<file path="config.mk">
export PLATFORM = sky130hd
export DESIGN_NAME = truth_table_sequencer
export DESIGN_NICKNAME = d
export VERILOG_FILES = /design/src/rtl/truth_pkg.sv /design/src/rtl/truth_table_sequencer_settle_counter.sv /design/src/rtl/truth_table_sequencer.sv
export SDC_FILE = /design/constraint.sdc
export NUM_CORES = 1
export LEC_CHECK = 0
export BUFFER_PORTS_ARGS = -buffer_cell sky130_fd_sc_hd__buf_4
export CORE_UTILIZATION = 57
export CTS_CLUSTER_DIAMETER = 120
export CTS_CLUSTER_SIZE = 40
export DETAILED_ROUTE_END_ITERATION = 6
export PLACE_DENSITY = 0.85
export SLEW_MARGIN = 10
export SYNTH_ARGS = -nofsm -noshare
export SYNTH_HDL_FRONTEND = slang
export SYNTH_SLANG_ARGS = --single-unit
</file>
<file path="constraint.sdc">
create_clock -name clk -period 7.33 [get_ports clk]
set_input_delay 2.199 -clock clk [delete_from_list [all_inputs] [get_ports clk]]
set_output_delay 2.199 -clock clk [all_outputs]
set_load 0.02 [all_outputs]
</file>
<file path="src/rtl/truth_pkg.sv">
// Shared types and default sizing for the truth-table sweep sequencer.
package truth_pkg;

    localparam int unsigned N_IN_DEF   = 3;
    localparam int unsigned SETTLE_DEF = 1;
    localparam int unsigned N_MINT     = 1 << N_IN_DEF;
    localparam int unsigned CNT_W      = $clog2(SETTLE_DEF + 1);

    typedef enum logic [1:0] {
        IDLE   = 2'd0,
        DRIVE  = 2'd1,
        SAMPLE = 2'd2,
        FINISH = 2'd3
    } state_e;

endpackage

</file>
<file path="src/rtl/truth_table_sequencer_settle_counter.sv">
// Settle down-counter: reloads on clr, counts down while en, hit at zero.
module settle_counter #(
    parameter int unsigned COUNT = 1,
    parameter int unsigned W     = 1
) (
    input  logic clk,
    input  logic reset,
    input  logic clr,
    input  logic en,
    output logic hit
);

    localparam logic [W-1:0] LOAD = W'(COUNT - 1);

    logic [W-1:0] cnt_q;
    logic [W-1:0] cnt_d;

    always_comb begin
        cnt_d = cnt_q;
        if (clr) begin
            cnt_d = LOAD;
        end else if (en && (cnt_q != '0)) begin
            cnt_d = cnt_q - W'(1);
        end
    end

    always_ff @(posedge clk or posedge reset) begin
        if (reset) begin
            cnt_q <= LOAD;
        end else begin
            cnt_q <= cnt_d;
        end
    end

    assign hit = (cnt_q == '0);

endmodule

</file>
<file path="src/rtl/truth_table_sequencer.sv">
// Sweeps all minterms into a combinational block, captures its truth table
// and grades it against an expected mask.
module truth_table_sequencer
    import truth_pkg::*;
#(
    parameter int unsigned N_IN   = N_IN_DEF,
    parameter int unsigned SETTLE = SETTLE_DEF
) (
    input  logic                   clk,
    input  logic                   reset,
    input  logic                   start,
    input  logic [(1<<N_IN)-1:0]   expected,
    input  logic                   dut_s,
    output logic [N_IN-1:0]        vec,
    output logic                   vec_valid,
    output logic                   busy,
    output logic                   done,
    output logic [(1<<N_IN)-1:0]   table_out,
    output logic                   pass,
    output logic [N_IN:0]          mismatches,
    output logic [N_IN-1:0]        first_fail
);

    localparam int unsigned NM = 1 << N_IN;
    localparam int unsigned IW = N_IN + 1;
    localparam int unsigned CW = $clog2(SETTLE + 1);

    state_e          state_q, state_d;
    logic [IW-1:0]   idx_q, idx_d;
    logic [N_IN-1:0] vec_q, vec_d;
    logic            vec_valid_q, vec_valid_d;
    logic            busy_q, busy_d;
    logic            done_q, done_d;
    logic [NM-1:0]   table_q, table_d;
    logic            pass_q, pass_d;
    logic [IW-1:0]   mism_q, mism_d;
    logic [N_IN-1:0] ff_q, ff_d;

    logic            hit;
    logic [NM-1:0]   diff_c;
    logic [IW-1:0]   mism_c;
    logic [N_IN-1:0] ff_c;

    // Counter is held at its reload value everywhere except DRIVE.
    settle_counter #(
        .COUNT (SETTLE),
        .W     (CW)
    ) u_settle (
        .clk   (clk),
        .reset (reset),
        .clr   (state_q != DRIVE),
        .en    (state_q == DRIVE),
        .hit   (hit)
    );

    // Grading: mismatch vector, popcount and lowest failing minterm.
    always_comb begin
        diff_c = table_q ^ expected;
        mism_c = '0;
        ff_c   = '0;
        for (int k = int'(NM) - 1; k >= 0; k--) begin
            if (diff_c[k]) begin
                ff_c = N_IN'(k);
            end
        end
        for (int k = 0; k < int'(NM); k++) begin
            mism_c = mism_c + IW'(diff_c[k]);
        end
    end

    always_comb begin
        state_d = state_q;
        idx_d   = idx_q;
        vec_d   = vec_q;
        table_d = table_q;
        pass_d  = pass_q;
        mism_d  = mism_q;
        ff_d    = ff_q;
        case (state_q)
            IDLE: begin
                if (start) begin
                    state_d = DRIVE;
                    idx_d   = '0;
                    vec_d   = '0;
                    table_d = '0;
                    pass_d  = 1'b0;
                end
            end
            DRIVE: begin
                if (hit) begin
                    state_d = SAMPLE;
                end
            end
            SAMPLE: begin
                table_d[idx_q[N_IN-1:0]] = dut_s;
                // Terminal test on the wide index so vec never needs to wrap.
                if (idx_q == IW'(NM - 1)) begin
                    state_d = FINISH;
                end else begin
                    idx_d   = idx_q + IW'(1);
                    vec_d   = N_IN'(idx_q + IW'(1));
                    state_d = DRIVE;
                end
            end
            FINISH: begin
                pass_d  = (diff_c == '0);
                mism_d  = mism_c;
                ff_d    = ff_c;
                state_d = IDLE;
            end
            default: state_d = IDLE;
        endcase
        vec_valid_d = (state_d == DRIVE) || (state_d == SAMPLE);
        busy_d      = (state_d != IDLE);
        done_d      = (state_d == FINISH);
    end

    always_ff @(posedge clk or posedge reset) begin
        if (reset) begin
            state_q     <= IDLE;
            idx_q       <= '0;
            vec_q       <= '0;
            vec_valid_q <= 1'b0;
            busy_q      <= 1'b0;
            done_q      <= 1'b0;
            table_q     <= '0;
            pass_q      <= 1'b0;
            mism_q      <= '0;
            ff_q        <= '0;
        end else begin
            state_q     <= state_d;
            idx_q       <= idx_d;
            vec_q       <= vec_d;
            vec_valid_q <= vec_valid_d;
            busy_q      <= busy_d;
            done_q      <= done_d;
            table_q     <= table_d;
            pass_q      <= pass_d;
            mism_q      <= mism_d;
            ff_q        <= ff_d;
        end
    end

    assign vec        = vec_q;
    assign vec_valid  = vec_valid_q;
    assign busy       = busy_q;
    assign done       = done_q;
    assign table_out  = table_q;
    assign pass       = pass_q;
    assign mismatches = mism_q;
    assign first_fail = ff_q;

endmodule

</file>
**Word-level counts from Yosys, hierarchy flattened**

Index checks and enable logic that the tools add are counted.

- Bits in registers: 29
- Input bits: 12
- Logic and storage cells: 72

- Add/subtract/negate cells: 9
- Magnitude comparators: 2
- Eq/ne operators: 10
- Multiplexer cells: 27
- Bitwise logic cells: 1
- Reductions and logical operators: 12

Operators by type and width:

| kind | number |
|---|---|
| 3-bit 2-to-1 mux | 10 |
| 4-bit by 1-bit adder with 4-bit output | 4 |
| 8-bit case mux with 2 select lines | 1 |
| 8-bit bitwise mux | 1 |
| 2-bit == test (second input constant) | 4 |
| 8-bit logical NOT | 1 |
| 4-bit 2-to-1 mux | 2 |
| 8-bit 2-to-1 mux | 1 |
| 2-bit case mux with 4 select lines | 1 |
| 4-bit case mux with 2 select lines | 1 |
| 2-bit nonzero test | 4 |
| 8-bit bitwise XOR | 1 |
| 2-bit 2-to-1 mux | 3 |
| 3-bit case mux with 2 select lines | 1 |
| 3-bit by 1-bit adder with 4-bit output | 1 |
| 4-bit by 1-bit adder with 4-bit output (second input constant) | 1 |
| 2-bit by 1-bit == test with 1-bit output (second input constant) | 2 |
| 4-bit by 3-bit == test with 1-bit output (second input constant) | 1 |
| 3-bit by 4-bit < comparator with 1-bit output (second input constant) | 1 |
| 1-bit 2-to-1 mux | 4 |
| 2-bit inequality test (second input constant) | 2 |
| 2-bit AND reduction | 2 |
| 2-bit by 1-bit adder with 3-bit output | 1 |
| 1-bit demux with 3-bit select | 1 |
| 9 further kinds | 10 |

**Logic depth before layout (Yosys ltp)**

- Depth in word-level cells: 9
- Gate-level depth with buffers: 13
- Depth with buffers taken out: 13

**By module**

A second synthesis with hierarchy kept.

- Cell total of the unflattened synthesis: 146
- Area, all modules: 1496.4 um^2

Modules (own cells, without submodules):

| module | times used | cells each | area an instance (um^2) |
|---|---|---|---|
| truth_table_sequencer | 1 | 142 | 1451.4 |
| settle_counter | 1 | 4 | 45.0 |

**Least setup slack after synthesis**

No wires, ideal clock.

- Kind: input-to-reg
- From: input port expected[3]
- To: register mism_q[1] (netlist: mismatches[1])
- Library setup time: 0.084 ns
- Data arrival time: 4.837 ns
- Data required time: 7.246 ns
- Slack: 2.409 ns
- Cell stages on the path: 12
- Buffers on the path: 0
- Cell sequence: xor2_1 > inv_1 > fa_1 > inv_1 > fa_1 > inv_1 > fa_1 > inv_1 > ha_1 > inv_1 > fa_1 > o21ai_0

- Longest elaborated chain between the ends: 6

RTL lines:

| item | RTL line | text |
|---|---|---|
| start: declaration | truth_table_sequencer.sv:12 | `input logic [(1<<N_IN)-1:0] expected,` |
| 8-bit bitwise XOR | truth_table_sequencer.sv:58 | `diff_c = table_q ^ expected;` |
| 3-bit by 1-bit adder with 4-bit output | truth_table_sequencer.sv:67 | `mism_c = mism_c + IW'(diff_c[k]);` |
| 4-bit by 1-bit adder with 4-bit output (4 in series) | truth_table_sequencer.sv:67 |  |
| end signal: assignment | truth_table_sequencer.sv:139 | `mism_q <= mism_d;` |
| end: declaration | truth_table_sequencer.sv:36 | `logic [IW-1:0] mism_q, mism_d;` |

Every way passes these cells.
A chain may end at the register's enable or synchronous reset.

**Worst setup path after layout**

Ends and elaborated chain as after synthesis.

==> results.cfg <==
[layout]
area_growth_pct = 20.1
layout.nets = 205
fraction_of_layout_cells_with_a_size_suffix_above_1_pct = 26.0
stdcell_area_mm2 = 0.00178
n_antenna_cell = 0

[synth]
post_synthesis_instance_area_mm2 = 0.00148
postSynthNetCount = 174
post_synthesis_cells = 151
synth_seq_area_share_pct = 44.0
synth-async-reset-ratio_pct = 100
synth_enable_flop_cells = 0
count_of_cell_types_in_the_netlist = 37
postSynthAreaPerCell_um2 = 9.79
synth_seq_cells = 26
dominant_register_cell_in_the_synthesized_netlist = dfrtp_1
synth-warning-count = 0

[sta]
max_slew_margin_pct = 36.5
fin_worst_hold_slack_ps = 529
fin_skew_ps = 3.62
min_period_over_period_pct = 66.9
timing.final.setup_violations = 0
finalHoldViolations = 0
timing.final.ws_setup_ps = 2430
grt_setup_unrepaired = no
fmax_ghz = 0.204
final_max_slew_viol_count = 0
worst_margin_pin_slew_ps = 952
final.setup.tns_ps = 0
fin_crit_ps = 4900

[flow_run]
drv.max_cap_violation_count = 0

[die]
initial_util_pct = 60.2
io_pins = 34
floorplan.die_area_mm2 = 0.00280
floorplan.die.width_um = 52.9
die-height_um = 52.9
row_count = 18
core-area_mm2 = 0.00245

[clocking]
cts_tree = done
post_cts_resize_count = 0
hold_buffers = 0
cts-buffers-inserted = 3
max-clock-path-buffers = 2
clockRootBuffer = clkbuf_4
clk_pin_slew_ps = 150
clock_sink_count = 26
h_tree_depth = 1
post-cts-setup-buffer-count = 0
worstSkewPairLatency_ps = 330

[detailed_routing]
detailed_routing_iteration_count_for_the_pre_antenna_repair_pass = 6
detail_route.drc_violations = 0
num_vias = 1160
routed_wire_length_um = 2990
via_per_inst = 5.50
wl_per_cell_um = 14.2
ant_nets = 0
initialDrtViolationCount = 20

[setup_path]
cp-start-kind = input pin
critical_path_required_ps = 7590
crit_fanout = 3
end_kind = flop
critical_path_arrival_ps = 5160
criticalPathCategory = in -> reg

[pwr]
post-layout-total-power_mw = 0.582
vdd_ir_drop_max_v = 0.000215
power_leakage_nw = 0.906
powerDensity_mw_per_mm2 = 328

[global_route]
globalRouteTotalUtil_pct = 23.9
met2_track_demand_over_resource_in_global_routing_pct = 43.7
first_pass_grt_wire_length_um = 4730
grt_overflow = 0
globalRouteMet1Util_pct = 26.0
first_global_vias = 1119
grt-busiest-layer = met2
grtUsageMet3_pct = 3.16
grt_start_max_net_pins = 27
grt_antenna_before_repair = 0

[placed_design]
worst_setup_slack_after_placement_ps = 2130
place_congestion = 0.830
placement.cell_area_mm2 = 0.00172
half_perimeter_wire_length_of_the_detailed_placement_result_um = 2240
port-buffer-count = 33

[hold_path]
holdCritPathClass = reg -> reg

[status]
run_status = finished, final reports clean
-- routing by layer --
layer / routed length [um] / part of all wire, %
met1: 1240 / 41
met2: 1560 / 52
met3: 114 / 3.8
met4: 69 / 2.3
met5: 0 / 0
-- cell usage after synthesis (2+ instances only) --
cell type  number  area, um2
dfrtp_1        26        651
nand4_1         2       12.5
buf_4           3       22.5
fa_1            4       80.1
ha_1            7       87.6
o21ai_1         9       45.0
inv_2           4       15.0
nor2_1          8       30.0
a22o_1          2       17.5
mux2i_1         6       60.1
nand2_1        14       52.6
clkbuf_1        2       7.51
o21ai_0         4       20.0
xnor2_1         3       26.3
nor3b_2         2       25.0
xor2_1          6       52.6
inv_1          16       60.1
o211ai_1        2       15.0
nand3b_1        2       15.0
buf_2           2       10.0
nand3_1         8       40.0
a21oi_1         4       20.0
-- path summary, 6_finish.rpt --
path,from,end,slack [ps],cells past startpoint
worst max-delay path,expected[3],mismatches[1],2430,13
worst min-delay path,mismatches[0],mismatches[0],530,1
worst max register to register,table_out[3],mismatches[1],3960,12
worst min register to register,mismatches[0],mismatches[0],530,1
max in group asynchronous,reset,table_out[4],4690,2
min in group asynchronous,reset,u_settle.cnt_q,2070,2
-- per-stage QoR --
| stage | cells | util, % |
|---|---|---|
| after global routing | 211 | 72.4 |
| after CTS | 211 | 72.4 |
| after detailed placement | 207 | 70.2 |
| after floorplan | 151 | - |
| final | 211 | 72.4 |
| after global placement | 207 | 70.2 |
-- worst max-delay path, cell delays in order --
cell     delay [ps]
buf_4           110
xor2_1          220
inv_1           110
fa_1            540
inv_1            50
fa_1            470
inv_1            60
fa_1            510
inv_1            50
ha_1            190
inv_1            70
fa_1            410
o21ai_0         180
-- cell families (layout without fill, tap and decap cells) --
group / count (synthesis) / count (layout) / synth area share [%]
multiplexers: 7 / 7 / 4.82
AND/OR/NAND/NOR: 44 / 44 / 15.7
adder cells (fa/ha/maj): 11 / 11 / 11.3
AO/OA/AOI/OAI: 26 / 26 / 10.8
flip-flops: 26 / 26 / 44.0
other: 1 / 1 / 0.254
XOR/XNOR: 9 / 9 / 5.33
buffers and inverters: 27 / 57 / 7.78
-- power breakdown --
part,switching (mW),internal (mW),total [mW]
combinational,0.150,0.111,0.261
sequential,0.0408,0.179,0.220
clock,0.0456,0.0553,0.101
-- cells in the final DEF, fill, tap and decap left out, types with 2 or more instances in the layout --
cell type / Yosys / final
xor2_1: 6 / 6
nand3_1: 8 / 8
nand2_1: 14 / 14
xnor2_1: 3 / 3
a21oi_1: 4 / 4
o21ai_0: 4 / 4
nand3b_1: 2 / 2
fa_1: 4 / 4
nand4_1: 2 / 2
inv_2: 4 / 4
dfrtp_1: 26 / 26
nor2_1: 8 / 8
o211ai_1: 2 / 2
ha_1: 7 / 7
clkbuf_4: 0 / 3
nor3b_2: 2 / 2
inv_1: 16 / 16
o21ai_1: 9 / 9
a22o_1: 2 / 2
buf_4: 3 / 33
mux2i_1: 6 / 6
-- final cells by class --
cell class / count / area (um2)
clock inverter: 1 / 30.0
multi-input combinational: 98 / 713
inverter: 20 / 75.1
sequential: 26 / 651
timing repair buffer: 33 / 248
tap: 30 / 37.5
fill: 193 / 678
clock buffer: 3 / 22.5
-- flip-flops by register name (all words and copies together), names as in the netlist --
signal and cells:
u_settle.cnt_q 1, vec_valid 1, mismatches 4, state_q 2, busy 1, table_out 8, first_fail 3, pass 1
idx_q 4, done 1
Note: power is estimated with default switching activity, not from simulation.
